$ cat src/rtl/nas_vid_cap_pkg.sv
// Shared types and constants for the NAS video capture block.
package nas_vid_cap_pkg;

    localparam int unsigned ADDR_W     = 14;
    localparam int unsigned LINE_PITCH = 64;
    localparam int unsigned COL_W      = $clog2(LINE_PITCH);

    typedef enum logic [2:0] {
        ST_HUNT,
        ST_VSKIP,
        ST_HWAIT,
        ST_CAPTURE,
        ST_DONE
    } cap_state_e;

    typedef struct packed {
        logic [ADDR_W-1:0] addr;
        logic [7:0]        data;
    } cap_wr_t;

    // Frame-buffer address of a byte: one LINE_PITCH-wide row per raster line.
    function automatic logic [ADDR_W-1:0] pix_addr(input logic [ADDR_W-1:0] line,
                                                   input logic [ADDR_W-1:0] col);
        return ADDR_W'(line * ADDR_W'(LINE_PITCH)) + col;
    endfunction

endpackage

$ cat src/rtl/nas_vid_sync_sep.sv
// Sync separator: 2-flop synchronisers plus sync-low width classifier (hsync / vsync pulses).
module nas_vid_sync_sep #(
    parameter int unsigned HSYNC_MIN = 32,
    parameter int unsigned VSYNC_MIN = 256
) (
    input  logic clk,
    input  logic reset_n,
    input  logic vid_sync,
    input  logic vid_data,
    output logic hsync_p,
    output logic vsync_p,
    output logic data_s
);

    localparam int unsigned WID_W = $clog2(VSYNC_MIN + 1);

    logic             sync1_q, sync2_q, data1_q, data2_q, prev_q;
    logic             armed_q, armed_d;
    logic [WID_W-1:0] wid_q, wid_d;
    logic             hsync_q, hsync_d, vsync_q, vsync_d;

    // A pulse is only classified once a falling edge has been seen since reset.
    always_comb begin
        armed_d = armed_q;
        wid_d   = wid_q;
        hsync_d = 1'b0;
        vsync_d = 1'b0;
        if (!sync2_q) begin
            if (wid_q != WID_W'(VSYNC_MIN)) begin
                wid_d = wid_q + WID_W'(1);
            end
            if (prev_q) begin
                armed_d = 1'b1;
            end
        end else begin
            wid_d = '0;
            if (!prev_q && armed_q) begin
                if (wid_q >= WID_W'(VSYNC_MIN)) begin
                    vsync_d = 1'b1;
                end else if (wid_q >= WID_W'(HSYNC_MIN)) begin
                    hsync_d = 1'b1;
                end
            end
        end
    end

    always_ff @(posedge clk or negedge reset_n) begin
        if (!reset_n) begin
            sync1_q <= 1'b0;
            sync2_q <= 1'b0;
            data1_q <= 1'b0;
            data2_q <= 1'b0;
            prev_q  <= 1'b0;
            armed_q <= 1'b0;
            wid_q   <= '0;
            hsync_q <= 1'b0;
            vsync_q <= 1'b0;
        end else begin
            sync1_q <= vid_sync;
            sync2_q <= sync1_q;
            data1_q <= vid_data;
            data2_q <= data1_q;
            prev_q  <= sync2_q;
            armed_q <= armed_d;
            wid_q   <= wid_d;
            hsync_q <= hsync_d;
            vsync_q <= vsync_d;
        end
    end

    assign hsync_p = hsync_q;
    assign vsync_p = vsync_q;
    assign data_s  = data2_q;

endmodule

$ cat src/rtl/nas_vid_cap.sv
// 1bpp composite video frame grabber; writes captured bytes to a line*64+col address map.
// Optional frame/error statistics enabled by macro NAS_VID_CAP_STATS_EN.
module nas_vid_cap
    import nas_vid_cap_pkg::*;
#(
    parameter int unsigned HSYNC_MIN = 32,
    parameter int unsigned VSYNC_MIN = 256,
    parameter int unsigned V_OFFSET  = 16,
    parameter int unsigned H_OFFSET  = 160,
    parameter int unsigned H_BYTES   = 48,
    parameter int unsigned LINES     = 224
) (
    input  logic              clk,
    input  logic              reset_n,
    input  logic              vid_sync,
    input  logic              vid_data,
    output logic              cap_we,
    output logic [ADDR_W-1:0] cap_addr,
    output logic [7:0]        cap_data,
    output logic              frame_done,
    output logic [7:0]        frame_cnt,
    output logic              sync_err
);

    localparam int unsigned VCNT_W = $clog2(V_OFFSET + 1);
    localparam int unsigned HCNT_W = $clog2(H_OFFSET + 1);
    localparam int unsigned LINE_W = $clog2(LINES + 1);

    logic hsync_p, vsync_p, data_s;

    nas_vid_sync_sep #(
        .HSYNC_MIN (HSYNC_MIN),
        .VSYNC_MIN (VSYNC_MIN)
    ) u_sync_sep (
        .clk      (clk),
        .reset_n  (reset_n),
        .vid_sync (vid_sync),
        .vid_data (vid_data),
        .hsync_p  (hsync_p),
        .vsync_p  (vsync_p),
        .data_s   (data_s)
    );

    cap_state_e        state_q, state_d;
    logic [VCNT_W-1:0] vcnt_q, vcnt_d;
    logic [HCNT_W-1:0] hcnt_q, hcnt_d;
    logic [LINE_W-1:0] line_q, line_d;
    logic [COL_W-1:0]  col_q, col_d;
    logic              phase_q, phase_d;
    logic [2:0]        bitn_q, bitn_d;
    logic [6:0]        shift_q, shift_d;
    logic              full_q, full_d;
    logic              we_q, we_d;
    logic              done_q, done_d;
    cap_wr_t           wr_q, wr_d;
    logic              abort_c;

    assign abort_c = vsync_p && (state_q inside {ST_VSKIP, ST_HWAIT, ST_CAPTURE});

    always_comb begin
        state_d = state_q;
        vcnt_d  = vcnt_q;
        hcnt_d  = hcnt_q;
        line_d  = line_q;
        col_d   = col_q;
        phase_d = phase_q;
        bitn_d  = bitn_q;
        shift_d = shift_q;
        full_d  = full_q;
        we_d    = 1'b0;
        done_d  = 1'b0;
        wr_d    = wr_q;

        case (state_q)
            ST_HUNT: ;
            ST_VSKIP: begin
                if (hsync_p) begin
                    if (vcnt_q == VCNT_W'(V_OFFSET - 1)) begin
                        state_d = ST_HWAIT;
                        hcnt_d  = '0;
                    end else begin
                        vcnt_d = vcnt_q + VCNT_W'(1);
                    end
                end
            end
            ST_HWAIT: begin
                if (hsync_p) begin
                    hcnt_d = '0;
                end else if (hcnt_q == HCNT_W'(H_OFFSET - 1)) begin
                    state_d = ST_CAPTURE;
                    phase_d = 1'b0;
                    bitn_d  = '0;
                    full_d  = 1'b0;
                end else begin
                    hcnt_d = hcnt_q + HCNT_W'(1);
                end
            end
            ST_CAPTURE: begin
                // Sample on alternate cycles; the 8th sample goes straight into the write.
                if (!full_q) begin
                    phase_d = ~phase_q;
                    if (!phase_q) begin
                        shift_d = {shift_q[5:0], data_s};
                        bitn_d  = bitn_q + 3'd1;
                        if (bitn_q == 3'd7) begin
                            we_d      = 1'b1;
                            wr_d.addr = pix_addr(ADDR_W'(line_q), ADDR_W'(col_q));
                            wr_d.data = {shift_q, data_s};
                            if (col_q == COL_W'(H_BYTES - 1)) begin
                                col_d  = '0;
                                line_d = line_q + LINE_W'(1);
                                full_d = 1'b1;
                                if (line_q == LINE_W'(LINES - 1)) begin
                                    state_d = ST_DONE;
                                end
                            end else begin
                                col_d = col_q + COL_W'(1);
                            end
                        end
                    end
                end
                // An early hsync closes a short line; its partial byte is dropped.
                if (hsync_p && state_d == ST_CAPTURE) begin
                    state_d = ST_HWAIT;
                    hcnt_d  = '0;
                    if (!full_d) begin
                        col_d  = '0;
                        line_d = line_q + LINE_W'(1);
                        if (line_q == LINE_W'(LINES - 1)) begin
                            state_d = ST_DONE;
                        end
                    end
                end
            end
            ST_DONE: begin
                done_d  = 1'b1;
                state_d = ST_HUNT;
            end
            default: state_d = ST_HUNT;
        endcase

        if (vsync_p && state_q != ST_DONE) begin
            state_d = ST_VSKIP;
            vcnt_d  = '0;
            line_d  = '0;
            col_d   = '0;
        end
    end

    always_ff @(posedge clk or negedge reset_n) begin
        if (!reset_n) begin
            state_q <= ST_HUNT;
            vcnt_q  <= '0;
            hcnt_q  <= '0;
            line_q  <= '0;
            col_q   <= '0;
            phase_q <= 1'b0;
            bitn_q  <= '0;
            shift_q <= '0;
            full_q  <= 1'b0;
            we_q    <= 1'b0;
            done_q  <= 1'b0;
            wr_q    <= '0;
        end else begin
            state_q <= state_d;
            vcnt_q  <= vcnt_d;
            hcnt_q  <= hcnt_d;
            line_q  <= line_d;
            col_q   <= col_d;
            phase_q <= phase_d;
            bitn_q  <= bitn_d;
            shift_q <= shift_d;
            full_q  <= full_d;
            we_q    <= we_d;
            done_q  <= done_d;
            wr_q    <= wr_d;
        end
    end

    assign cap_we     = we_q;
    assign cap_addr   = wr_q.addr;
    assign cap_data   = wr_q.data;
    assign frame_done = done_q;

`ifdef NAS_VID_CAP_STATS_EN
    logic [7:0] fcnt_q, fcnt_d;
    logic       err_q, err_d;

    always_comb begin
        fcnt_d = fcnt_q + 8'(done_d);
        err_d  = abort_c;
    end

    always_ff @(posedge clk or negedge reset_n) begin
        if (!reset_n) begin
            fcnt_q <= '0;
            err_q  <= 1'b0;
        end else begin
            fcnt_q <= fcnt_d;
            err_q  <= err_d;
        end
    end

    assign frame_cnt = fcnt_q;
    assign sync_err  = err_q;
`else
    assign frame_cnt = '0;
    assign sync_err  = 1'b0;
`endif

endmodule
$ cat config.mk
export PLATFORM = sky130hd
export DESIGN_NAME = nas_vid_cap
export DESIGN_NICKNAME = d
export VERILOG_FILES = /design/src/rtl/nas_vid_cap_pkg.sv /design/src/rtl/nas_vid_sync_sep.sv /design/src/rtl/nas_vid_cap.sv
export SDC_FILE = /design/constraint.sdc
export NUM_CORES = 1
export LEC_CHECK = 0
export ABC_AREA = 1
export CAP_MARGIN = 30
export CORE_ASPECT_RATIO = 1.4
export CORE_UTILIZATION = 40
export DETAILED_ROUTE_END_ITERATION = 6
export PLACE_DENSITY_LB_ADDON = 0.15
export SKIP_CTS_REPAIR_TIMING = 1
export SLEW_MARGIN = 20
export SYNTH_ARGS = -nofsm -noshare
export SYNTH_HDL_FRONTEND = slang
export SYNTH_SLANG_ARGS = --single-unit
$ cat constraint.sdc
create_clock -name clk -period 1.85 [get_ports clk]
set_clock_uncertainty 0.1 [all_clocks]
set_input_delay 0.555 -clock clk [delete_from_list [all_inputs] [get_ports clk]]
set_output_delay 0.555 -clock clk [all_outputs]
set_load 0.05 [all_outputs]
==> results.json <==
{
  "diodes": 0,
  "rows": 42,
  "drive_gt1_share_pct": 25.65,
  "crit_buf_inv": 2,
  "port_buffers": 27,
  "synth_top_area_cell": "dfrtp_1",
  "max-vdd-ir-drop_uv": 527.5,
  "setup_viol": 1,
  "status": "finished with violations",
  "grt_pass1_vias": 3130,
  "netlist_top_cells_area": "dfrtp_1 (52%), nand2_1 (9.3%), o21ai_0 (6.1%), inv_1 (5.5%), nor2_1 (3.2%)",
  "ys_warn_count": 0,
  "htree_levels": 3,
  "drt_wl_total_mm": 8.664,
  "seqPwrFrac_pct": 47.3,
  "p_total_mw": 3.879,
  "avgSynthCellArea_um2": 8.512,
  "first_pass_iters": 4,
  "clock_path_buffers": 2,
  "worst_ep_arrival_time_ns": 2.04,
  "root_buffer": "clkbuf_16",
  "gr-total-overflow": 0,
  "tns_ns": -0.02653,
  "fillCellCount": 839,
  "fin_crit_ns": 1.877,
  "hold_ws_ns": 0.1280,
  "synth.top_cell.area_share_pct": 51.70,
  "p_clk_share_pct": 50.0,
  "die_area_um2": 10450,
  "path_delay_family": "simple AND/OR/NAND/NOR gates",
  "p_per_area_nw_per_um2": 708.8,
  "regArea_um2": 2077,
  "start_util_pct": 41.78,
  "fin_ws_ns": -0.02653,
  "clock_sinks": 83,
  "grt_pass1_wl_mm": 14.19,
  "path_clk_slew_ns": 0.06,
  "internal_power_mw": 3.062,
  "leakage_nw": 2.536,
  "wl_per_cell_um": 12.93,
  "finalHoldViolCount": 0,
  "combinationalPowerShare_pct": 2.7,
  "start_kind": "flop",
  "dpl-instance-area_um2": 4820,
  "grt_use_total_pct": 17.53,
  "multi_input_area_um2": 1864,
  "ios": 37,
  "die_y_um": 120.6,
  "routed_via_density": 4.887,
  "slowest_stage": "dfrtp_1",
  "grt_max_degree": 84,
  "syn-instance-count": 472,
  "drc": 0,
  "fmax_mhz": 532.9,
  "cts_tree": "built",
  "cp_max_fo": 5,
  "cap_violations": 0,
  "drtIter0Drc": 162,
  "die_x_um": 86.70,
  "hold_path.class": "input pin to async pin",
  "crit_required_ns": 2.01,
  "final_cell_area_um2": 5473,
  "p_sw_uw": 817.4,
  "end_kind": "flop",
  "core_area_um2": 9617,
  "grt_antenna_before_repair": 0,
  "synthesis.area_um2": 4018,
  "area_delta_synth_final_pct": 36.22,
  "clkLatencyLatePin_ns": 0.34,
  "rsz0062_at_grt": "yes",
  "postRouteAntennaNets": 0,
  "dp_hpwl_mm": 5.875,
  "crit_path_max_incr_delay_ns": 0.37,
  "post-route-period-util_pct": 101.4,
  "ys_types": 38,
  "violations": "setup timing",
  "critical_path_class": "flop to flop",
  "p_sw_share_pct": 21.07,
  "final_nets": 546,
  "path_cells": "ha_2 > nand2_2 > nor2_2 > ha_2 > inv_2 > o21ai_4 > nand3_2 > a21oi_4 > nand2_4 > inv_2 > nand2_1 > mux2i_1",
  "route.vias.total": 3274,
  "gp_congestion": 0.8212,
  "cts_made_buffers": 9,
  "synth.ff_latch_count": 83,
  "maxSlewViolCount": 0,
  "seq_area_frac_synth_pct": 51.70,
  "finalCoreUtilization_pct": 56.91
}
[layout make-up]
cell class | instances | area share [%]
Clock buffer | 10 | 4.367
Clock inverter | 6 | 1.578
Inverter | 66 | 4.572
Multi-Input combinational cell | 315 | 34.06
Sequential cell | 83 | 37.95
Tap cell | 132 | 3.018
Timing Repair Buffer | 58 | 14.45
[registers in the layout, indices dropped and copies added (netlist names), 3 cells and up]
name,cells
line_q,8
bitn_q,3
cap_data,8
cap_addr,14
vcnt_q,5
shift_q,7
col_q,6
hcnt_q,8
u_sync_sep.wid_q,9
state_q,3
[metal layers]
layer	share of wire (%)	routed length, um	global-route usage, %	up-vias
li1	-	-	-	1649
met1	45	3926	21.35	1584
met2	51	4420	30.11	31
met3	2.1	186	3.276	10
met4	1.5	131	7.396	0
met5	0	0	0	-
[power groups by stage]
stage               combinational, mW  clock, mW  sequential [mW]
floorplan                      0.0716          0             1.87
CTS                             0.109       1.98             1.83
detailed placement              0.109          0             1.87
finish                          0.106       1.94             1.83
global route                    0.120       2.05             1.83
global placement                0.107          0             1.87
[worst paths after layout]
path                               startpoint  cells after the start            endpoint  slack, ns
min in group clk           u_sync_sep.sync1_q                      0  u_sync_sep.sync2_q       0.25
min                                   reset_n                      2         cap_addr[0]       0.13
max reg2reg                         vcnt_q[1]                     12           hcnt_q[0]      -0.03
min reg2reg                u_sync_sep.sync1_q                      0  u_sync_sep.sync2_q       0.25
max in group asynchronous             reset_n                      2            col_q[5]       1.14
max                                 vcnt_q[1]                     12           hcnt_q[0]      -0.03
[synth_stat cells (all sizes together)]
library cell / n
a21oi: 13
a22o: 2
a31oi: 1
buf: 14
clkbuf: 3
conb: 1
dfrtp: 83
ha: 9
inv: 66
mux2i: 1
nand2: 104
nand3: 27
nand4: 7
nor2: 41
nor3: 14
nor3b: 2
nor4: 4
o2111ai: 1
o211ai: 1
o21ai: 54
o21bai: 2
o22ai: 9
o31ai: 2
o41ai: 1
or2: 2
xor2: 8
[through the flow]
step | worst slack, ns | cells
after floorplan | 0.002293 | 480
after global placement | 0.006351 | 646
after detailed placement | -0.07998 | 646
after CTS | -0.09351 | 662
after global routing | -0.1425 | 670
final | -0.02653 | 670
[logic make-up (layout without fill, tap and decap cells)]
family	after synthesis	after routing	synth area share (%)
AO/OA/AOI/OAI	86	86	11.80
XOR/XNOR	8	8	1.744
adder cells (fa/ha/maj)	9	9	2.803
buffers and inverters	83	140	8.813
flip-flops	83	83	51.70
multiplexers	1	1	0.2492
other	1	9	0.09334
AND/OR/NAND/NOR	201	202	22.80
[layout by cell type, fill, tap and decap left out, types with 3 or more instances in the layout]
cell type	count
ha_1	4
buf_4	27
nor3_1	10
inv_2	9
xor2_1	8
nor3_2	3
o22ai_1	7
nand3_1	21
conb_1	9
nor2_1	29
nand2_1	87
o21ai_0	44
nand2_4	5
nor4_1	3
nand3_2	4
inv_1	56
dfrtp_1	83
a21oi_1	11
clkbuf_16	10
nand4_1	7
o21ai_1	7
nor2_4	6
ha_2	3
nand2_2	12
buf_12	26
nor2_2	6
Note: power is estimated with default switching activity, not from simulation.
